--- src/rtl/plm_port_initiator_pkg.sv ---
// Shared definitions for the PLM bank port initiator: default bank
// geometry, BRAM read latency and the issue-side state encoding.
package plm_port_initiator_pkg;

  // Default PLM bank geometry (word address / data + mask width).
  localparam int PLM_ADDR_W  = 12;
  localparam int PLM_DATA_W  = 4;

  // BRAM Q appears one clock after an enabled read; rd_pend covers it.
  localparam int BRAM_RD_LAT = 1;

  // Issue side: IDLE has no read in the BRAM pipe, RDWAIT has one whose
  // data is on mem_q this cycle.
  typedef enum logic {
    ISSUE_IDLE   = 1'b0,
    ISSUE_RDWAIT = 1'b1
  } issue_state_e;

endpackage

--- src/rtl/plm_rsp_fifo.sv ---
// Small circular response buffer. The head entry is a register, so the
// read data output has no combinational path from the push side.
module plm_rsp_fifo #(
  parameter int DEPTH = 3,
  parameter int WIDTH = 4,
  parameter int CNT_W = $clog2(DEPTH + 1)
) (
  input  logic             clk,
  input  logic             rst,
  input  logic             push,
  input  logic [WIDTH-1:0] push_data,
  input  logic             pop,
  output logic [WIDTH-1:0] head_data,
  output logic [CNT_W-1:0] count,
  output logic             not_empty
);

  localparam int PTR_W = (DEPTH > 1) ? $clog2(DEPTH) : 1;

  logic [WIDTH-1:0] entries_q [DEPTH];
  logic [WIDTH-1:0] entries_d [DEPTH];
  logic [PTR_W-1:0] wr_ptr_q, wr_ptr_d;
  logic [PTR_W-1:0] rd_ptr_q, rd_ptr_d;
  logic [CNT_W-1:0] count_q, count_d;

  // Next-state: write at tail on push, advance head on pop, wrap at DEPTH.
  always_comb begin
    entries_d = entries_q;
    wr_ptr_d  = wr_ptr_q;
    rd_ptr_d  = rd_ptr_q;
    count_d   = count_q;
    if (push) begin
      entries_d[wr_ptr_q] = push_data;
      wr_ptr_d = (wr_ptr_q == PTR_W'(DEPTH - 1)) ? '0 : wr_ptr_q + PTR_W'(1);
    end
    if (pop) begin
      rd_ptr_d = (rd_ptr_q == PTR_W'(DEPTH - 1)) ? '0 : rd_ptr_q + PTR_W'(1);
    end
    count_d = count_q + CNT_W'(push) - CNT_W'(pop);
  end

  // State registers; reset empties the buffer and discards its contents.
  always_ff @(posedge clk or posedge rst) begin
    if (rst) begin
      for (int i = 0; i < DEPTH; i++) entries_q[i] <= '0;
      wr_ptr_q <= '0;
      rd_ptr_q <= '0;
      count_q  <= '0;
    end else begin
      entries_q <= entries_d;
      wr_ptr_q  <= wr_ptr_d;
      rd_ptr_q  <= rd_ptr_d;
      count_q   <= count_d;
    end
  end

  // Overflow cannot happen when the caller respects its credits; catch it if it does.
  always_ff @(posedge clk) begin
    if (!rst) begin
      assert (!(push && !pop && count_q == CNT_W'(DEPTH)));
      assert (!(pop && count_q == '0));
    end
  end

  assign head_data = entries_q[rd_ptr_q];
  assign count     = count_q;
  assign not_empty = (count_q != '0);

endmodule

--- src/rtl/plm_port_initiator.sv ---
// Initiator for one PLM BRAM port: maps a valid/ready request stream onto
// CE/WE/WEM/A/D strobes and returns read data in order on a valid/ready
// response stream.
//
// Handshakes: a beat transfers on a rising edge where valid && ready are
// both 1; valid never depends on ready, and req_ready never depends on
// req_valid, req_we or rsp_ready (credits use the registered count only).
module plm_port_initiator
  import plm_port_initiator_pkg::*;
#(
  parameter int ADDR_W    = PLM_ADDR_W,
  parameter int DATA_W    = PLM_DATA_W,
  parameter int RSP_DEPTH = 3
) (
  input  logic              clk,
  input  logic              rst,
  input  logic              req_valid,
  output logic              req_ready,
  input  logic              req_we,
  input  logic [ADDR_W-1:0] req_addr,
  input  logic [DATA_W-1:0] req_wdata,
  input  logic [DATA_W-1:0] req_wmask,
  output logic              rsp_valid,
  input  logic              rsp_ready,
  output logic [DATA_W-1:0] rsp_rdata,
  output logic              mem_ce,
  output logic              mem_we,
  output logic [DATA_W-1:0] mem_wem,
  output logic [ADDR_W-1:0] mem_a,
  output logic [DATA_W-1:0] mem_d,
  input  logic [DATA_W-1:0] mem_q
);

  localparam int CNT_W = $clog2(RSP_DEPTH + 1);

  issue_state_e      state_q, state_d;
  logic              rd_pend;
  logic              fire;
  logic              credit_ok;
  logic [CNT_W:0]    inflight;
  logic [CNT_W-1:0]  fifo_count;
  logic              fifo_pop;

  assign rd_pend = (state_q == ISSUE_RDWAIT);

  // Credits: buffered responses plus the read still inside the BRAM.
  always_comb begin
    inflight  = {1'b0, fifo_count} + (CNT_W + 1)'(rd_pend);
    credit_ok = (inflight < (CNT_W + 1)'(RSP_DEPTH));
    req_ready = !rst && credit_ok;
    fire      = req_valid && req_ready;
  end

  // Port strobes are a direct pass-through of the accepted request.
  always_comb begin
    mem_ce  = fire;
    mem_we  = fire && req_we;
    mem_wem = req_wmask;
    mem_a   = req_addr;
    mem_d   = req_wdata;
  end

  // Issue FSM: RDWAIT means mem_q carries read data this cycle.
  always_comb begin
    state_d = (fire && !req_we) ? ISSUE_RDWAIT : ISSUE_IDLE;
  end

  // Issue state register; reset drops any read still in the BRAM pipe.
  always_ff @(posedge clk or posedge rst) begin
    if (rst) state_q <= ISSUE_IDLE;
    else     state_q <= state_d;
  end

  assign fifo_pop = rsp_valid && rsp_ready;

  plm_rsp_fifo #(
    .DEPTH (RSP_DEPTH),
    .WIDTH (DATA_W),
    .CNT_W (CNT_W)
  ) u_rsp_fifo (
    .clk       (clk),
    .rst       (rst),
    .push      (rd_pend),
    .push_data (mem_q),
    .pop       (fifo_pop),
    .head_data (rsp_rdata),
    .count     (fifo_count),
    .not_empty (rsp_valid)
  );

endmodule
--- config.mk ---
export PLATFORM = sky130hd
export DESIGN_NAME = plm_port_initiator
export DESIGN_NICKNAME = d
export VERILOG_FILES = /design/src/rtl/plm_port_initiator_pkg.sv /design/src/rtl/plm_rsp_fifo.sv /design/src/rtl/plm_port_initiator.sv
export SDC_FILE = /design/constraint.sdc
export NUM_CORES = 1
export LEC_CHECK = 0
export BUFFER_PORTS_ARGS = -buffer_cell sky130_fd_sc_hd__buf_4
export CORE_MARGIN = 1
export CORE_UTILIZATION = 44
export CTS_CLUSTER_SIZE = 30
export DETAILED_ROUTE_END_ITERATION = 7
export HOLD_SLACK_MARGIN = 0.08
export PLACE_DENSITY = 0.9
export SYNTH_ARGS = -nofsm -noshare
export SYNTH_HDL_FRONTEND = slang
export SYNTH_SLANG_ARGS = --single-unit
--- constraint.sdc ---
create_clock -name clk -period 2 [get_ports clk]
set_input_delay 0.3 -clock clk [delete_from_list [all_inputs] [get_ports clk]]
set_output_delay 0.3 -clock clk [all_outputs]
set_load 0.05 [all_outputs]
==> results.py <==
metrics = {
    "run_status": {
        "status": "finished with violations",
        "failed_checks": "setup timing",
    },
    "placement": {
        "io_buffers": 16,
        "pre_cts_ws_ns": 0.151,
        "place_area_um2": 1100,
        "hpwl_mm": 1.30,
        "dp.cells": 112,
        "place.gp.congestion": 0.745,
    },
    "global_route": {
        "grt_remaining_overflow": 0,
        "grt_pass1_vias": 671,
        "grt_max_degree": 20,
        "antenna_found_initial": 0,
        "grt_use_total_pct": 16.1,
        "grt_first_pass_wirelength_mm": 3.04,
    },
    "routing": {
        "drt_first_iter_violations": 20,
        "drtPass1Iterations": 4,
        "vias": 626,
        "drcViolationCount": 0,
        "via_per_inst": 5.31,
        "drt_wl_total_mm": 1.80,
        "ant_nets": 0,
        "wl_per_cell_um": 15.2,
    },
    "hold_path": {
        "hold_class": "input port to asynchronous set/reset pin",
    },
    "power_and_ir_drop": {
        "cellLeakagePower_uw": 0.000534,
        "p_total_uw": 1980,
        "cellPowerDensity_nw_per_um2": 1690,
        "ir_drop_mv": 1.03,
    },
    "clocking": {
        "clkLatencyLatePin_ns": 0.29,
        "cts_tree": "yes",
        "cts.hold.buffers_added": 0,
        "htree_levels": 1,
        "cts_buffer_depth": 2,
        "cts_buffers": 3,
        "ctsRootBufferMaster": "clkbuf_4",
        "cts_sinks": 19,
        "clk_pin_slew_ns": 0.10,
    },
    "final_layout": {
        "drive_above_1_share_pct": 51.1,
        "fillers": 202,
        "final_cells": 118,
        "final_util_pct": 52.3,
        "nNetsFinal": 124,
        "syn_to_final_growth_pct": 10.5,
        "multi_input_area_um2": 449,
        "regArea_um2": 477,
        "final_area_um2": 1170,
        "diodes": 0,
    },
    "flow_run": {
        "cap_viol_max_count": 0,
    },
    "setup_path": {
        "arrival_ns": 1.76,
        "slowest_delay_ns": 0.43,
        "required_ns": 1.70,
        "timing.critical_path.mode_cell": "ha_4",
        "end_kind": "output port",
        "cp_slowest_cell": "dfrtp_1",
        "critPathKind": "register to output port",
        "worst-path-max-fanout": 4,
        "critPathLaunchType": "register",
        "cp_num_buf_inv": 1,
        "critPathTopFamily": "flip-flops",
        "crit_chain": "ha_4 -> ha_4 -> a211oi_4 -> and3_4 -> buf_8",
    },
    "timing": {
        "worst_slack_ns": -0.0589,
        "skew_ns": 0.000312,
        "finalSetupViolations": 2,
        "max_freq_mhz": 486,
        "final-hold-violation-count": 0,
        "rsz0062_at_grt": "true",
        "layout_min_cycle_time_ns": 2.06,
        "drv_slew": 0,
        "slew_headroom_pct": 53.4,
        "fin_crit_sh_pct": 103,
        "worst_slew_pin_slew_ns": 0.699,
    },
    "yosys": {
        "synth_cell_type_count": 20,
        "synth_nets": 121,
        "syn_avg_cell_area_um2": 12.0,
        "synth_seq_cells": 19,
        "ys_seq_area_share_pct": 45.0,
        "netlist_instances": 88,
        "syn-cell-area_um2": 1060,
        "yosys_warnings": 0,
    },
    "die": {
        "placementRows": 17,
        "start_util_pct": 47.3,
        "core_um2": 2230,
        "die_x_um": 51.0,
        "boundaryPins": 57,
        "fp.dieH_um": 51.0,
        "die_area_um2": 2600,
    },
}
==> cells in the mapped netlist <==
master     count  area [µm²]
and3_1         1        6.26
and3b_1        1        8.76
mux2i_1        4        40.0
o21ai_0        2        10.0
nor2_1         1        3.75
xnor2_1        2        17.5
a211oi_1       1        7.51
a21o_2         1        8.76
nand3b_1       2        15.0
nor2b_1        2        12.5
inv_1          6        22.5
buf_4         20         150
mux2_2        14         158
buf_2          1        5.00
o2bb2ai_1      4        35.0
dfrtp_1       19         475
nor3b_4        1        18.8
and2_1         1        6.26
or2_2          1        6.26
ha_1           4        50.1
==> power by group <==
group / internal [µW] / total, µW / switching [µW]
sequential: 569 / 742 / 173
clock: 74.4 / 188 / 114
combinational: 469 / 1050 / 576
==> logic make-up (layout without fill, tap and decap cells) <==
kind of cell    count (synthesis)  count (layout)  share of synthesized area (%)
fa+ha+maj                       4               4                           4.73
buf+inv                        27              29                           16.8
compound gates                  8               8                           5.80
simple gates                   10              10                           7.34
mux                            18              18                           18.7
flops                          19              19                           45.0
xor+xnor                        2               2                           1.66
==> stage by stage <==
stage | hold WS, ns | TNS [ns]
after detailed placement | 0.477 | 0
after floorplan | 0.251 | -0.176
after CTS | 0.148 | -0.160
after global routing | 0.179 | -0.224
final | 0.132 | -0.0740
after global placement | 0.462 | 0
==> metal layers <==
layer  wire length (µm)  vias up  GRT usage (%)
li1                   -      282              -
met1                708      294           18.4
met2                883       36           27.9
met3                154       14           3.27
met4                 48        0           8.80
met5                  0        -              0
==> sequential cells by signal (all words and copies together) (netlist names) <==
| name | cells |
|---|---|
| u_rsp_fifo.entries_q | 12 |
| u_rsp_fifo.count | 2 |
| u_rsp_fifo.rd_ptr_q | 2 |
| u_rsp_fifo.wr_ptr_q | 2 |
| rd_pend | 1 |
==> final timing paths <==
| path | startpoint | to | slack, ns | cells after the start |
|---|---|---|---|---|
| setup / recovery | u_rsp_fifo.count[0] | mem_we | -0.06 | 5 |
| hold / removal | rst | u_rsp_fifo.count[0] | 0.13 | 2 |
| setup reg to reg | u_rsp_fifo.count[0] | u_rsp_fifo.count[1] | 0.21 | 8 |
| hold reg to reg | u_rsp_fifo.entries_q[7] | u_rsp_fifo.entries_q[7] | 0.52 | 1 |
| max in group asynchronous | rst | rd_pend | 1.39 | 2 |
| min in group clk | mem_q[3] | u_rsp_fifo.entries_q[7] | 0.25 | 2 |
==> cell type report <==
cell class / count / area share, %
inverter: 6 / 1.93
clock inverter: 1 / 0.428
sequential: 19 / 40.8
multi-input combinational: 42 / 38.4
tap: 28 / 3.00
clock buffer: 3 / 1.93
timing repair buffer: 19 / 13.5
==> timing repair <==
item | 4_1_cts | 5_1_grt
pin swaps | 3 | 1
buffers inserted | 2 | 0
setup endpoints to repair | 3 | 3
resized for setup | 6 | 0
==> worst reg2reg max path, cell delays in order, from the launching register on <==
cell     delay, ns
dfrtp_1       0.43
buf_4         0.15
o21ai_0       0.23
inv_1         0.09
ha_1          0.27
inv_1         0.04
ha_1          0.18
xnor2_1       0.17
xnor2_1       0.15
==> placed cells by master (no fill, tap or decap) <==
cell,Yosys,final
or2_2,1,1
and3b_1,1,1
xnor2_1,2,2
ha_4,0,2
inv_1,6,6
o21ai_0,2,2
mux2i_1,4,4
nand3b_1,2,2
a211oi_4,0,1
nor3b_4,1,1
clkbuf_4,0,3
ha_1,4,2
buf_8,0,2
nor2_1,1,1
dfrtp_1,19,18
o2bb2ai_1,4,4
nor2b_1,2,2
clkinv_2,0,1
buf_4,20,17
dfrtp_2,0,1
and3_4,0,1
and2_4,0,1
a21o_2,1,1
mux2_2,14,14
Power figures use the tool's default switching activity.
